File: config.mk
export PLATFORM = sky130hd
export DESIGN_NAME = msrv32_decode_issue_ctrl_flat
export DESIGN_NICKNAME = d
export VERILOG_FILES = /design/src/rtl/msrv32_decode_issue_ctrl_if.sv /design/src/rtl/msrv32_decode_issue_ctrl.sv /design/src/flat_wrapper.sv
export SDC_FILE = /design/constraint.sdc
export NUM_CORES = 1
export LEC_CHECK = 0
export ABC_AREA = 1
export CAP_MARGIN = 20
export CORE_UTILIZATION = 35
export CTS_BUF_LIST = sky130_fd_sc_hd__clkbuf_4 sky130_fd_sc_hd__clkbuf_8
export DETAILED_ROUTE_END_ITERATION = 8
export REMOVE_ABC_BUFFERS = 1
export SLEW_MARGIN = 20
export SYNTH_ARGS = -nofsm -noshare
export SYNTH_HDL_FRONTEND = slang
export SYNTH_SLANG_ARGS = --single-unit
File: constraint.sdc
create_clock -name clk_in -period 2.1 [get_ports clk_in]
set_input_delay 0.42 -clock clk_in [delete_from_list [all_inputs] [get_ports clk_in]]
set_output_delay 0.42 -clock clk_in [all_outputs]
set_load 0.01 [all_outputs]
File: src/rtl/msrv32_decode_issue_ctrl_if.sv
// Fetch-side and execute-side handshake bundle of the decode/issue controller.
// The controller connects through the slave modport; the driver of fetch
// instructions and execute ready (e.g. a testbench or the pipeline top)
// uses the master modport.
interface msrv32_decode_issue_ctrl_if #(
  parameter int CNT_W = 16
);
  // fetch side
  logic [31:0]      instr_in;
  logic             instr_valid_in;
  logic             instr_ready_out;
  // pipeline control
  logic             flush_in;
  // execute / immediate-generator side
  logic             dec_ready_in;
  logic             dec_valid_out;
  logic [24:0]      instr_out;
  logic [2:0]       imm_type_out;
  logic [6:0]       opcode_out;
  logic             illegal_out;
  logic [CNT_W-1:0] issue_cnt_out;

  modport slave (
    input  instr_in, instr_valid_in, flush_in, dec_ready_in,
    output instr_ready_out, dec_valid_out, instr_out, imm_type_out,
           opcode_out, illegal_out, issue_cnt_out
  );

  modport master (
    output instr_in, instr_valid_in, flush_in, dec_ready_in,
    input  instr_ready_out, dec_valid_out, instr_out, imm_type_out,
           opcode_out, illegal_out, issue_cnt_out
  );
endinterface

File: src/rtl/msrv32_decode_issue_ctrl.sv
// Decode-stage issue controller for msrv32.
// Accepts fetched instructions, decodes the opcode into an immediate-type
// code at capture time and presents the oldest entry to the immediate
// generator / execute stage. A main + skid entry pair keeps fetch ready a
// pure function of registered state, so it never depends combinationally
// on execute ready. Flush empties both entries and reloads the outputs with
// a NOP; an issue counter records every output handshake.
module msrv32_decode_issue_ctrl #(
  parameter int          CNT_W     = 16,
  parameter logic [31:0] RESET_NOP = 32'h0000_0013
) (
  input  logic                              clk_in,
  input  logic                              rst_in,
  msrv32_decode_issue_ctrl_if.slave         bus
);

  typedef enum logic [1:0] {
    ST_EMPTY = 2'd0,
    ST_ONE   = 2'd1,
    ST_FULL  = 2'd2
  } state_t;

  localparam logic [CNT_W-1:0] CNT_ONE = 1;

  // Opcode -> {illegal, imm_type}. Anything not listed (including compressed
  // encodings with bits[1:0] != 2'b11) is illegal with no immediate.
  function automatic logic [3:0] decode_op(input logic [6:0] op);
    logic [3:0] res;
    case (op)
      7'b0010011, 7'b0000011, 7'b1100111: res = 4'b0_001; // I
      7'b0100011:                         res = 4'b0_010; // S
      7'b1100011:                         res = 4'b0_011; // B
      7'b0110111, 7'b0010111:             res = 4'b0_100; // U
      7'b1101111:                         res = 4'b0_101; // J
      7'b1110011:                         res = 4'b0_110; // CSR
      7'b0110011, 7'b0001111:             res = 4'b0_000; // R-type / fence
      default:                            res = 4'b1_000; // unsupported
    endcase
    return res;
  endfunction

  localparam logic [3:0] NOP_DEC = decode_op(RESET_NOP[6:0]);

  state_t           state_q, state_d;
  logic [31:0]      main_instr_q, main_instr_d;
  logic [2:0]       main_imm_q, main_imm_d;
  logic             main_ill_q, main_ill_d;
  logic [31:0]      skid_instr_q, skid_instr_d;
  logic [2:0]       skid_imm_q, skid_imm_d;
  logic             skid_ill_q, skid_ill_d;
  logic [CNT_W-1:0] cnt_q, cnt_d;

  logic             ready;
  logic             valid;
  logic             accept;
  logic             issue;
  logic [3:0]       in_dec;

  assign ready  = (state_q != ST_FULL);
  assign valid  = (state_q != ST_EMPTY);
  assign accept = bus.instr_valid_in & ready;
  assign issue  = valid & bus.dec_ready_in;
  assign in_dec = decode_op(bus.instr_in[6:0]);

  // Next-state, entry loading and issue counting.
  always_comb begin
    state_d      = state_q;
    main_instr_d = main_instr_q;
    main_imm_d   = main_imm_q;
    main_ill_d   = main_ill_q;
    skid_instr_d = skid_instr_q;
    skid_imm_d   = skid_imm_q;
    skid_ill_d   = skid_ill_q;
    cnt_d        = issue ? cnt_q + CNT_ONE : cnt_q;

    if (bus.flush_in) begin
      // An issue in this cycle has already been counted above; whatever is
      // buffered or arriving is dropped.
      state_d      = ST_EMPTY;
      main_instr_d = RESET_NOP;
      main_imm_d   = NOP_DEC[2:0];
      main_ill_d   = NOP_DEC[3];
    end else begin
      case (state_q)
        ST_EMPTY: begin
          if (accept) begin
            state_d      = ST_ONE;
            main_instr_d = bus.instr_in;
            main_imm_d   = in_dec[2:0];
            main_ill_d   = in_dec[3];
          end
        end
        ST_ONE: begin
          if (accept && issue) begin
            main_instr_d = bus.instr_in;
            main_imm_d   = in_dec[2:0];
            main_ill_d   = in_dec[3];
          end else if (accept) begin
            state_d      = ST_FULL;
            skid_instr_d = bus.instr_in;
            skid_imm_d   = in_dec[2:0];
            skid_ill_d   = in_dec[3];
          end else if (issue) begin
            state_d = ST_EMPTY;
          end
        end
        ST_FULL: begin
          if (issue) begin
            state_d      = ST_ONE;
            main_instr_d = skid_instr_q;
            main_imm_d   = skid_imm_q;
            main_ill_d   = skid_ill_q;
          end
        end
        default: state_d = ST_EMPTY;
      endcase
    end
  end

  // State and entry registers; reset overrides flush and all handshakes.
  always_ff @(posedge clk_in) begin
    if (rst_in) begin
      state_q      <= ST_EMPTY;
      main_instr_q <= RESET_NOP;
      main_imm_q   <= NOP_DEC[2:0];
      main_ill_q   <= NOP_DEC[3];
      skid_instr_q <= RESET_NOP;
      skid_imm_q   <= NOP_DEC[2:0];
      skid_ill_q   <= NOP_DEC[3];
      cnt_q        <= '0;
    end else begin
      state_q      <= state_d;
      main_instr_q <= main_instr_d;
      main_imm_q   <= main_imm_d;
      main_ill_q   <= main_ill_d;
      skid_instr_q <= skid_instr_d;
      skid_imm_q   <= skid_imm_d;
      skid_ill_q   <= skid_ill_d;
      cnt_q        <= cnt_d;
    end
  end

  assign bus.instr_ready_out = ready;
  assign bus.dec_valid_out   = valid;
  assign bus.instr_out       = main_instr_q[31:7];
  assign bus.opcode_out      = main_instr_q[6:0];
  assign bus.imm_type_out    = main_imm_q;
  assign bus.illegal_out     = main_ill_q;
  assign bus.issue_cnt_out   = cnt_q;

endmodule

File: src/flat_wrapper.sv
// flat-port wrapper written by rule: the top's interface ports become plain ports
module msrv32_decode_issue_ctrl_flat 
#(
  parameter int          CNT_W     = 16,
  parameter logic [31:0] RESET_NOP = 32'h0000_0013
)
  (clk_in, rst_in, bus_instr_in, bus_instr_valid_in, bus_flush_in, bus_dec_ready_in, bus_instr_ready_out, bus_dec_valid_out, bus_instr_out, bus_imm_type_out, bus_opcode_out, bus_illegal_out, bus_issue_cnt_out);
  msrv32_decode_issue_ctrl_if #(.CNT_W(CNT_W)) bus_i ();
  input  logic clk_in;
  input  logic rst_in;
  input wire logic [$bits(bus_i.instr_in)-1:0] bus_instr_in;
  input wire logic [$bits(bus_i.instr_valid_in)-1:0] bus_instr_valid_in;
  input wire logic [$bits(bus_i.flush_in)-1:0] bus_flush_in;
  input wire logic [$bits(bus_i.dec_ready_in)-1:0] bus_dec_ready_in;
  output wire logic [$bits(bus_i.instr_ready_out)-1:0] bus_instr_ready_out;
  output wire logic [$bits(bus_i.dec_valid_out)-1:0] bus_dec_valid_out;
  output wire logic [$bits(bus_i.instr_out)-1:0] bus_instr_out;
  output wire logic [$bits(bus_i.imm_type_out)-1:0] bus_imm_type_out;
  output wire logic [$bits(bus_i.opcode_out)-1:0] bus_opcode_out;
  output wire logic [$bits(bus_i.illegal_out)-1:0] bus_illegal_out;
  output wire logic [$bits(bus_i.issue_cnt_out)-1:0] bus_issue_cnt_out;
  assign bus_i.instr_in = bus_instr_in;
  assign bus_i.instr_valid_in = bus_instr_valid_in;
  assign bus_i.flush_in = bus_flush_in;
  assign bus_i.dec_ready_in = bus_dec_ready_in;
  assign bus_instr_ready_out = bus_i.instr_ready_out;
  assign bus_dec_valid_out = bus_i.dec_valid_out;
  assign bus_instr_out = bus_i.instr_out;
  assign bus_imm_type_out = bus_i.imm_type_out;
  assign bus_opcode_out = bus_i.opcode_out;
  assign bus_illegal_out = bus_i.illegal_out;
  assign bus_issue_cnt_out = bus_i.issue_cnt_out;
  msrv32_decode_issue_ctrl #(.CNT_W(CNT_W), .RESET_NOP(RESET_NOP)) u_core (.clk_in(clk_in), .rst_in(rst_in), .bus(bus_i));
endmodule
Yosys cells after proc, flatten, opt, wreduce, memory -nomap -nowiden
Cells that the tools add are included.
W data, S select, Z words.
{"block": "totals", "ff_bits": 90, "input_bits": 37, "out_inout_bits": 54, "word_cells": 62}
{"block": "classes", "n_addsub": 1, "n_eq_ne": 19, "mux": 19, "bitwise_logic": 4, "n_reduce_logical": 11}
{"operator": "$mux W32", "n": 3}
{"operator": "$pmux W32 S3", "n": 1}
{"operator": "$eq A7 B7 Y1 const B", "n": 4}
{"operator": "$pmux W4 S7", "n": 1}
{"operator": "$eq A7 B6 Y1 const B", "n": 3}
{"operator": "$add A16 B1 Y16 const B", "n": 1}
{"operator": "$eq A7 B5 Y1 const B", "n": 2}
{"operator": "$reduce_and A4 Y1", "n": 3}
{"operator": "$mux W2", "n": 5}
{"operator": "$mux W3", "n": 3}
{"operator": "$pmux W3 S3", "n": 1}
{"operator": "$eq A7 B2 Y1 const B", "n": 1}
{"operator": "$eq A7 B4 Y1 const B", "n": 1}
{"operator": "$ne A2 B1 Y1 const B", "n": 3}
{"operator": "$pmux W2 S3", "n": 1}
{"operator": "$reduce_or A2 Y1", "n": 3}
{"operator": "$ne A2 B2 Y1 const B", "n": 2}
{"operator": "$mux W1", "n": 3}
{"operator": "$ne A3 B1 Y1 const B", "n": 1}
{"operator": "$pmux W1 S3", "n": 1}
{"operator": "$reduce_bool A3 Y1", "n": 1}
{"operator": "$reduce_or A3 Y1", "n": 1}
{"operator": "$and A1 B1 Y1", "n": 2}
{"operator": "$eq A2 B1 Y1 const B", "n": 1}
{"operator": "other kinds (5)", "n": 6}

Logic depth before layout (Yosys ltp)
Gate-level depths: netlist of the first run.
{"block": "logic_depth", "ltp_word": 6, "mapped_depth": 9, "ltp_nobuf": 9}

Worst setup path after synthesis of the first run
No wires, ideal clock.
{"block": "synth_timing", "path_kind": "register -> register", "start": "reg u_core.cnt_q[1] (netlist: u_core.bus.issue_cnt_out[1])", "end": "reg u_core.cnt_q[12] (netlist: u_core.bus.issue_cnt_out[12])", "setup_time_ps": 113, "t_arrival_ps": 1242, "required_ps": 1987, "setup_slack_ps": 745, "path_stages_with_launch": 9, "path_buffers": 0, "synth_period_minus_slack_ps": 1355, "cell_sequence": "dfxtp_1 > ha_1 > nand2_1 > nor2_1 > nand3_2 > nor3_1 > nand2_1 > nand2_1 > nor2_1"}
{"block": "synth_via", "elab_chain_len": 1}
{"item": "from (decl)", "line": "msrv32_decode_issue_ctrl.sv:51", "source": "logic [CNT_W-1:0] cnt_q, cnt_d;"}
{"item": "from (signal assigned)", "line": "msrv32_decode_issue_ctrl.sv:139", "source": "cnt_q <= cnt_d;"}
{"item": "$add A16 B1 Y16", "line": "msrv32_decode_issue_ctrl.sv:74", "source": "cnt_d = issue ? cnt_q + CNT_ONE : cnt_q;"}
Every way passes these cells.
A chain may end at the register's enable or synchronous reset.

Final worst setup path of the first run
{"block": "layout_timing", "start": "reg u_core.state_q[0]", "end": "out bus_instr_ready_out"}
{"block": "layout_via", "elab_chain_len": 1}
{"item": "from (decl)", "line": "msrv32_decode_issue_ctrl.sv:44", "source": "state_t state_q, state_d;"}
{"item": "from (signal assigned)", "line": "msrv32_decode_issue_ctrl.sv:132", "source": "state_q <= state_d;"}
{"item": "$ne A2 B2 Y1", "line": "msrv32_decode_issue_ctrl.sv:59", "source": "assign ready = (state_q != ST_FULL);"}
{"item": "to (decl)", "line": "flat_wrapper.sv:15", "source": "output wire logic [$bits(bus_i.instr_ready_out)-1:0] bus_instr_ready_out;"}
Every way passes these cells.

==> qor.yml, run 1 <==
critPathArrivalTime_ps: 1590
critical_path_class: "register to output port"
synth_fa_ha_area_share_pct: 0.3279
async_reset_ff_share_pct: 0
fp.dieW_um: 106.4
dr.pass1.iters: 4
cts-resized-gates: 0
reg2reg_from: "u_core.state_q[0]"
diodes: 0
hold_viol: 0
clk_pin_slew_ps: 90
die_area_um2: 11330
grtUsageTotal_pct: 18.50
synth_ff_type: "dfxtp_1"
clk_latency_ps: 350
area_delta_synth_final_pct: 32.36
slowest_stage: "clkdlybuf4s50_1"
synth_edf_count: 0
syn_area_um2: 3816
antenna_found_initial: 0
worstMarginPinSlew_ps: 611.0
core-area_um2: 10460
crit_end: "bus_instr_ready_out"
start_kind: "register"
max_freq_mhz: 497.8
yosysMostFrequentCell: "nand2_1"
fillers: 1093
crit_chain: "inv_2 > nand2_2 > clkdlybuf4s50_1"
busiest_layer: "met2"
grt_pass1_vias: 3484
detail-route-antenna-nets: 0
use_met3_pct: 4.598
yosysUniqueCellTypes: 32
grt_pass1_wl_um: 16770
grt-ovfl-total: 0
report.final.slew_viol_count: 0
ys_ff_latch: 90
place_congestion: 0.8086
regToRegSetupSlack_ps: 340
synth_area_leader_cell: "dfxtp_1"
period_share_pct: 95.65
drv_cap: 0
io_buffers: 90
grt_use_met1_pct: 24.38
setup_viol: 0
synth_top_family_by_area: "simple AND/OR/NAND/NOR gates"
ys.warnings.count: 0
numCtsBuffers: 9
status: "finished clean"
rsz0062_at_grt: "false"
min_period_ps: 2009
avgSynthCellArea_um2: 7.173
max_stage_delay_ps: 580
routedWlPerCell_um: 13.31
reg2regPathDepth: 7
p_leak_nw: 2.027
ir_drop_mv: 0.3007
cp_max_fo: 7
stdcell_area_um2: 5051
seq_area_frac_synth_pct: 47.21
dieHeight_um: 106.4
synthMuxAreaShare_pct: 0
p_per_area_nw_per_um2: 654.4
synth_common_cells: "nand2_1, nor2_1, dfxtp_1"
seq_area_um2: 1802
cts.hold.buffers_added: 0
start_util_pct: 36.47
fin_skew_ps: 8.697
ios: 91
ctsLongestPathBuffers: 2
hold_depth: 2
endpoint_kind: "output port"
synth-compound-area-share_pct: 19.97
cp-startpoint: "u_core.state_q[0]"
hpwl_um: 6812
slew_headroom_pct: 59.21
finalSetupTns_ps: 0
synthSimpleGateAreaFrac_pct: 25.25
placed_area_um2: 4870
synthCells: 532
postCtsSetupRepairBufs: 0
synth_top_area_share_pct: 47.21
drc: 0
post_drt_via_cell_ratio: 4.922
drt_iter0_drc: 138
min_path_type: "register to register"
rows: 37
met2_usage_pct: 30.43
multi_input_area_um2: 1740
synthXorXnorAreaFrac_pct: 0
drive_gt1_share_pct: 6.159
ys_top_cells_by_area: "dfxtp_1, nand2_1, nor2_1"
vias: 3706
clock_sinks: 90
cp.required_ps: 1680
r2r_end: "u_core.main_instr_q[8]"
drt_wl_total_um: 10030
cts_tree: "yes"
ctsHtreeMaxLevel: 3
clockRootBuffer: "clkbuf_8"
nets: 652
grt_max_degree: 42
## cell type report
type                       count  share of cell area [%]
clock buffer                  11                   2.750
timing repair buffer          99                   20.16
clock inverter                 3                  0.8422
multi-input combinational    377                   34.46
sequential                    90                   35.67
tap                          136                   3.369
inverter                      37                   2.750
## flip-flops by register name, indices dropped and copies added, names as in the netlist
| register | cells |
|---|---|
| u_core.main_instr_q | 32 |
| u_core.skid_instr_q | 32 |
| u_core.bus.issue_cnt_out | 16 |
| u_core.bus.imm_type_out | 3 |
| u_core.skid_imm_q | 3 |
| u_core.state_q | 2 |
| u_core.bus.illegal_out | 1 |
| u_core.skid_ill_q | 1 |
## layout by cell type (no fill, tap or decap), types with 2 or more instances in the layout
cell and n:
clkbuf_8 9, o21ai_1 10, inv_1 33, nor3_1 4
nor2_1 92, nor2_2 4, buf_12 4, nand3_2 2
o21ai_0 69, nand2_2 3, buf_4 5, o31ai_1 2
nand3_1 17, a31oi_1 24, inv_2 3, o211ai_1 2
clkbuf_4 2, nand2_1 106, clkdlybuf4s50_1 90, nand4_1 5
a21oi_1 29, dfxtp_1 90
## through the flow
step | power, mW | util [%] | hold slack, ps | std cells | worst slack, ps
2_1_floorplan | 1.977 | - | 426.6 | 504 | 8.207
3_3_place_gp | 2.198 | 46.54 | 432.1 | 739 | 126.4
3_5_place_dp | 2.204 | 46.54 | 440.7 | 739 | 48.66
4_1_cts | 3.344 | 48.28 | 453.3 | 753 | 65.78
5_1_grt | 3.456 | 48.28 | 484.1 | 753 | 11.87
6_report | 3.305 | 48.28 | 454.0 | 753 | 91.26
## routing by layer
metal  share of wire (%)  up-vias
li1                    -     1916
met1                  47     1686
met2                  45       97
met3                 6.6        7
met4                0.84        0
met5                   0        -
## power breakdown
part	switching (mW)	internal [mW]	total (mW)	leakage, nW
Combinational	0.188	0.189	0.377	1.20
Sequential	0.0293	1.76	1.79	0.732
Clock	0.579	0.563	1.14	0.0921
## critical path, delay by kind of cell (launching register included)
| family | cells | cell delay (ps) |
|---|---|---|
| buffers and inverters | 2 | 660 |
| DFF | 1 | 400 |
| and+or+nand+nor | 1 | 180 |
## kinds of logic (layout without fill, tap and decap cells)
group	count (synthesis)	after routing
and+or+nand+nor	235	235
buffers and inverters	65	150
DFF	90	90
AOI/OAI and AO/OA	141	141
adders and majority gates	1	1
## worst min path at each step
stage	from	end	slack, ps
2_1_floorplan	u_core.skid_instr_q[12]	u_core.skid_instr_q[12]	430
3_3_place_gp	u_core.skid_instr_q[20]	u_core.skid_instr_q[20]	430
3_5_place_dp	u_core.skid_instr_q[28]	u_core.skid_instr_q[28]	440
4_1_cts	u_core.skid_instr_q[28]	u_core.skid_instr_q[28]	450
5_1_grt	u_core.skid_instr_q[1]	u_core.skid_instr_q[1]	480
6_report	u_core.skid_instr_q[28]	u_core.skid_instr_q[28]	450
(Power assumes the default switching activity.)
==> run 2, diff against run 1 <==
--- a/config.mk
+++ b/config.mk
@@ -10,8 +10,8 @@
 export CORE_UTILIZATION = 35
 export CTS_BUF_LIST = sky130_fd_sc_hd__clkbuf_4 sky130_fd_sc_hd__clkbuf_8
 export DETAILED_ROUTE_END_ITERATION = 8
+export MAX_ROUTING_LAYER = met4
 export REMOVE_ABC_BUFFERS = 1
-export SLEW_MARGIN = 20
 export SYNTH_ARGS = -nofsm -noshare
 export SYNTH_HDL_FRONTEND = slang
 export SYNTH_SLANG_ARGS = --single-unit
==> run 2 against run 1 <==
  * Final area did not move
  * Sequential cell count did not move
  * Total power barely moved
==> qor.yml, run 2 (synthesis results as in run 1) <==
status: "finished clean"
crit_chain: "inv_2 > nand2_2 > clkdlybuf4s50_1"
start_util_pct: 36.47
p_leak_nw: 2.027
hpwl_um: 6812
slew_headroom_pct: 59.22
ir_drop_mv: 0.3011
grt_pass1_vias: 3486
drive_gt1_share_pct: 6.159
report.final.slew_viol_count: 0
grt-ovfl-total: 0
start_kind: "register"
io_buffers: 90
worstMarginPinSlew_ps: 610.8
drv_cap: 0
final_common_cell: "nand2_1"
cp-startpoint: "u_core.state_q[0]"
cp.required_ps: 1680
routedWlPerCell_um: 13.36
rsz0062_at_grt: "false"
ios: 91
reg2reg_from: "u_core.state_q[0]"
ctsLongestPathBuffers: 2
regToRegSetupSlack_ps: 330
slowest_stage: "clkdlybuf4s50_1"
clockRootBuffer: "clkbuf_8"
cts.hold.buffers_added: 0
cts_tree: "yes"
clkPwrFrac_pct: 34.6
numCtsBuffers: 9
fin_skew_ps: 8.415
p_per_area_nw_per_um2: 655.0
final_cell_mix: "nand2_1, nor2_1, clkdlybuf4s50_1, dfxtp_1, o21ai_0"
cts-resized-gates: 0
dieHeight_um: 106.4
reg2regPathDepth: 7
grtUsageTotal_pct: 18.99
finalSetupTns_ps: 0
endpoint_kind: "output port"
critical_path_class: "register to output port"
intPower_mw: 2.509
switchingPower_uw: 799.4
min_path_type: "register to register"
clk_latency_ps: 350
rows: 37
grt_max_degree: 42
cp_max_fo: 7
vias: 3751
dr.pass1.iters: 4
clock_sinks: 90
max_freq_mhz: 497.3
period_share_pct: 95.75
grt_pass1_wl_um: 16770
drt_iter0_drc: 154
min_period_ps: 2011
clk_pin_slew_ps: 90
r2r_end: "u_core.main_instr_q[8]"
crit_end: "bus_instr_ready_out"
die_area_um2: 11330
detail-route-antenna-nets: 0
drc: 0
fp.dieW_um: 106.4
nets: 652
hold_viol: 0
antenna_found_initial: 0
seqPwrFrac_pct: 54.0
total_power_mw: 3.309
area_delta_synth_final_pct: 32.36
swShare_pct: 24.16
place_congestion: 0.8204
critPathArrivalTime_ps: 1590
diodes: 0
max_stage_delay_ps: 580
drt_wl_total_um: 10060
postCtsSetupRepairBufs: 0
ctsHtreeMaxLevel: 3
core-area_um2: 10460
post_drt_via_cell_ratio: 4.981
p_comb_share_pct: 11.4
fillers: 1093
setup_viol: 0
## run 2: cell counts in the layout (fill, tap and decap cells not counted)
Identical to the previous run, type by type.
## run 2: layout make-up
cell class / count / area [um2] / area share, %
well taps: 136 / 170.2 / 3.369
multi-input cells: 377 / 1740 / 34.46
clock buffers: 11 / 138.9 / 2.750
clock inverters: 3 / 42.54 / 0.8422
flip-flops and latches: 90 / 1802 / 35.67
repair buffers: 99 / 1018 / 20.16
inverters: 37 / 138.9 / 2.750
## run 2: power by group through the flow
stage / clock (mW) / sequential, mW / combinational [mW]
CTS: 1.18 / 1.79 / 0.380
detailed placement: 0 / 1.83 / 0.378
finish: 1.14 / 1.79 / 0.379
floorplan: 0 / 1.84 / 0.142
global placement: 0 / 1.82 / 0.373
global route: 1.24 / 1.79 / 0.418
## run 2: critical path: cells and delay by family, from the launching register on
family                 cells  cell delay, ps
buffers and inverters      2             660
flip-flops                 1             400
AND/OR/NAND/NOR            1             180
## run 2: worst min-delay path by stage
| stage | start | to | depth (start not counted) |
|---|---|---|---|
| 2_1_floorplan | u_core.skid_instr_q[12] | u_core.skid_instr_q[12] | 2 |
| 3_3_place_gp | u_core.skid_instr_q[20] | u_core.skid_instr_q[20] | 2 |
| 3_5_place_dp | u_core.skid_instr_q[28] | u_core.skid_instr_q[28] | 2 |
| 4_1_cts | u_core.skid_instr_q[28] | u_core.skid_instr_q[28] | 2 |
| 5_1_grt | u_core.skid_instr_q[1] | u_core.skid_instr_q[1] | 2 |
| 6_report | u_core.skid_instr_q[28] | u_core.skid_instr_q[28] | 2 |
## run 2: metal layers
metal  GRT usage [%]  share of wire, %  vias up
met5               -                 0        -
met4           4.110              0.84        0
met3           4.537               5.9        7
met2           30.52                45      103
met1           24.27                48     1725
li1                -                 -     1916
## run 2: stage by stage
| step | hold slack, ps | utilization (%) | cells | cell area [um2] | setup slack (ps) |
|---|---|---|---|---|---|
| final | 451.4 | 48.28 | 753 | 5051 | 89.25 |
| after global routing | 484.1 | 48.28 | 753 | 5051 | 11.87 |
| after CTS | 453.3 | 48.28 | 753 | 5051 | 65.78 |
| after detailed placement | 440.7 | 46.54 | 739 | 4870 | 48.66 |
| after global placement | 432.1 | 46.54 | 739 | 4870 | 126.4 |
| after floorplan | 426.6 | - | 504 | 3679 | 8.207 |
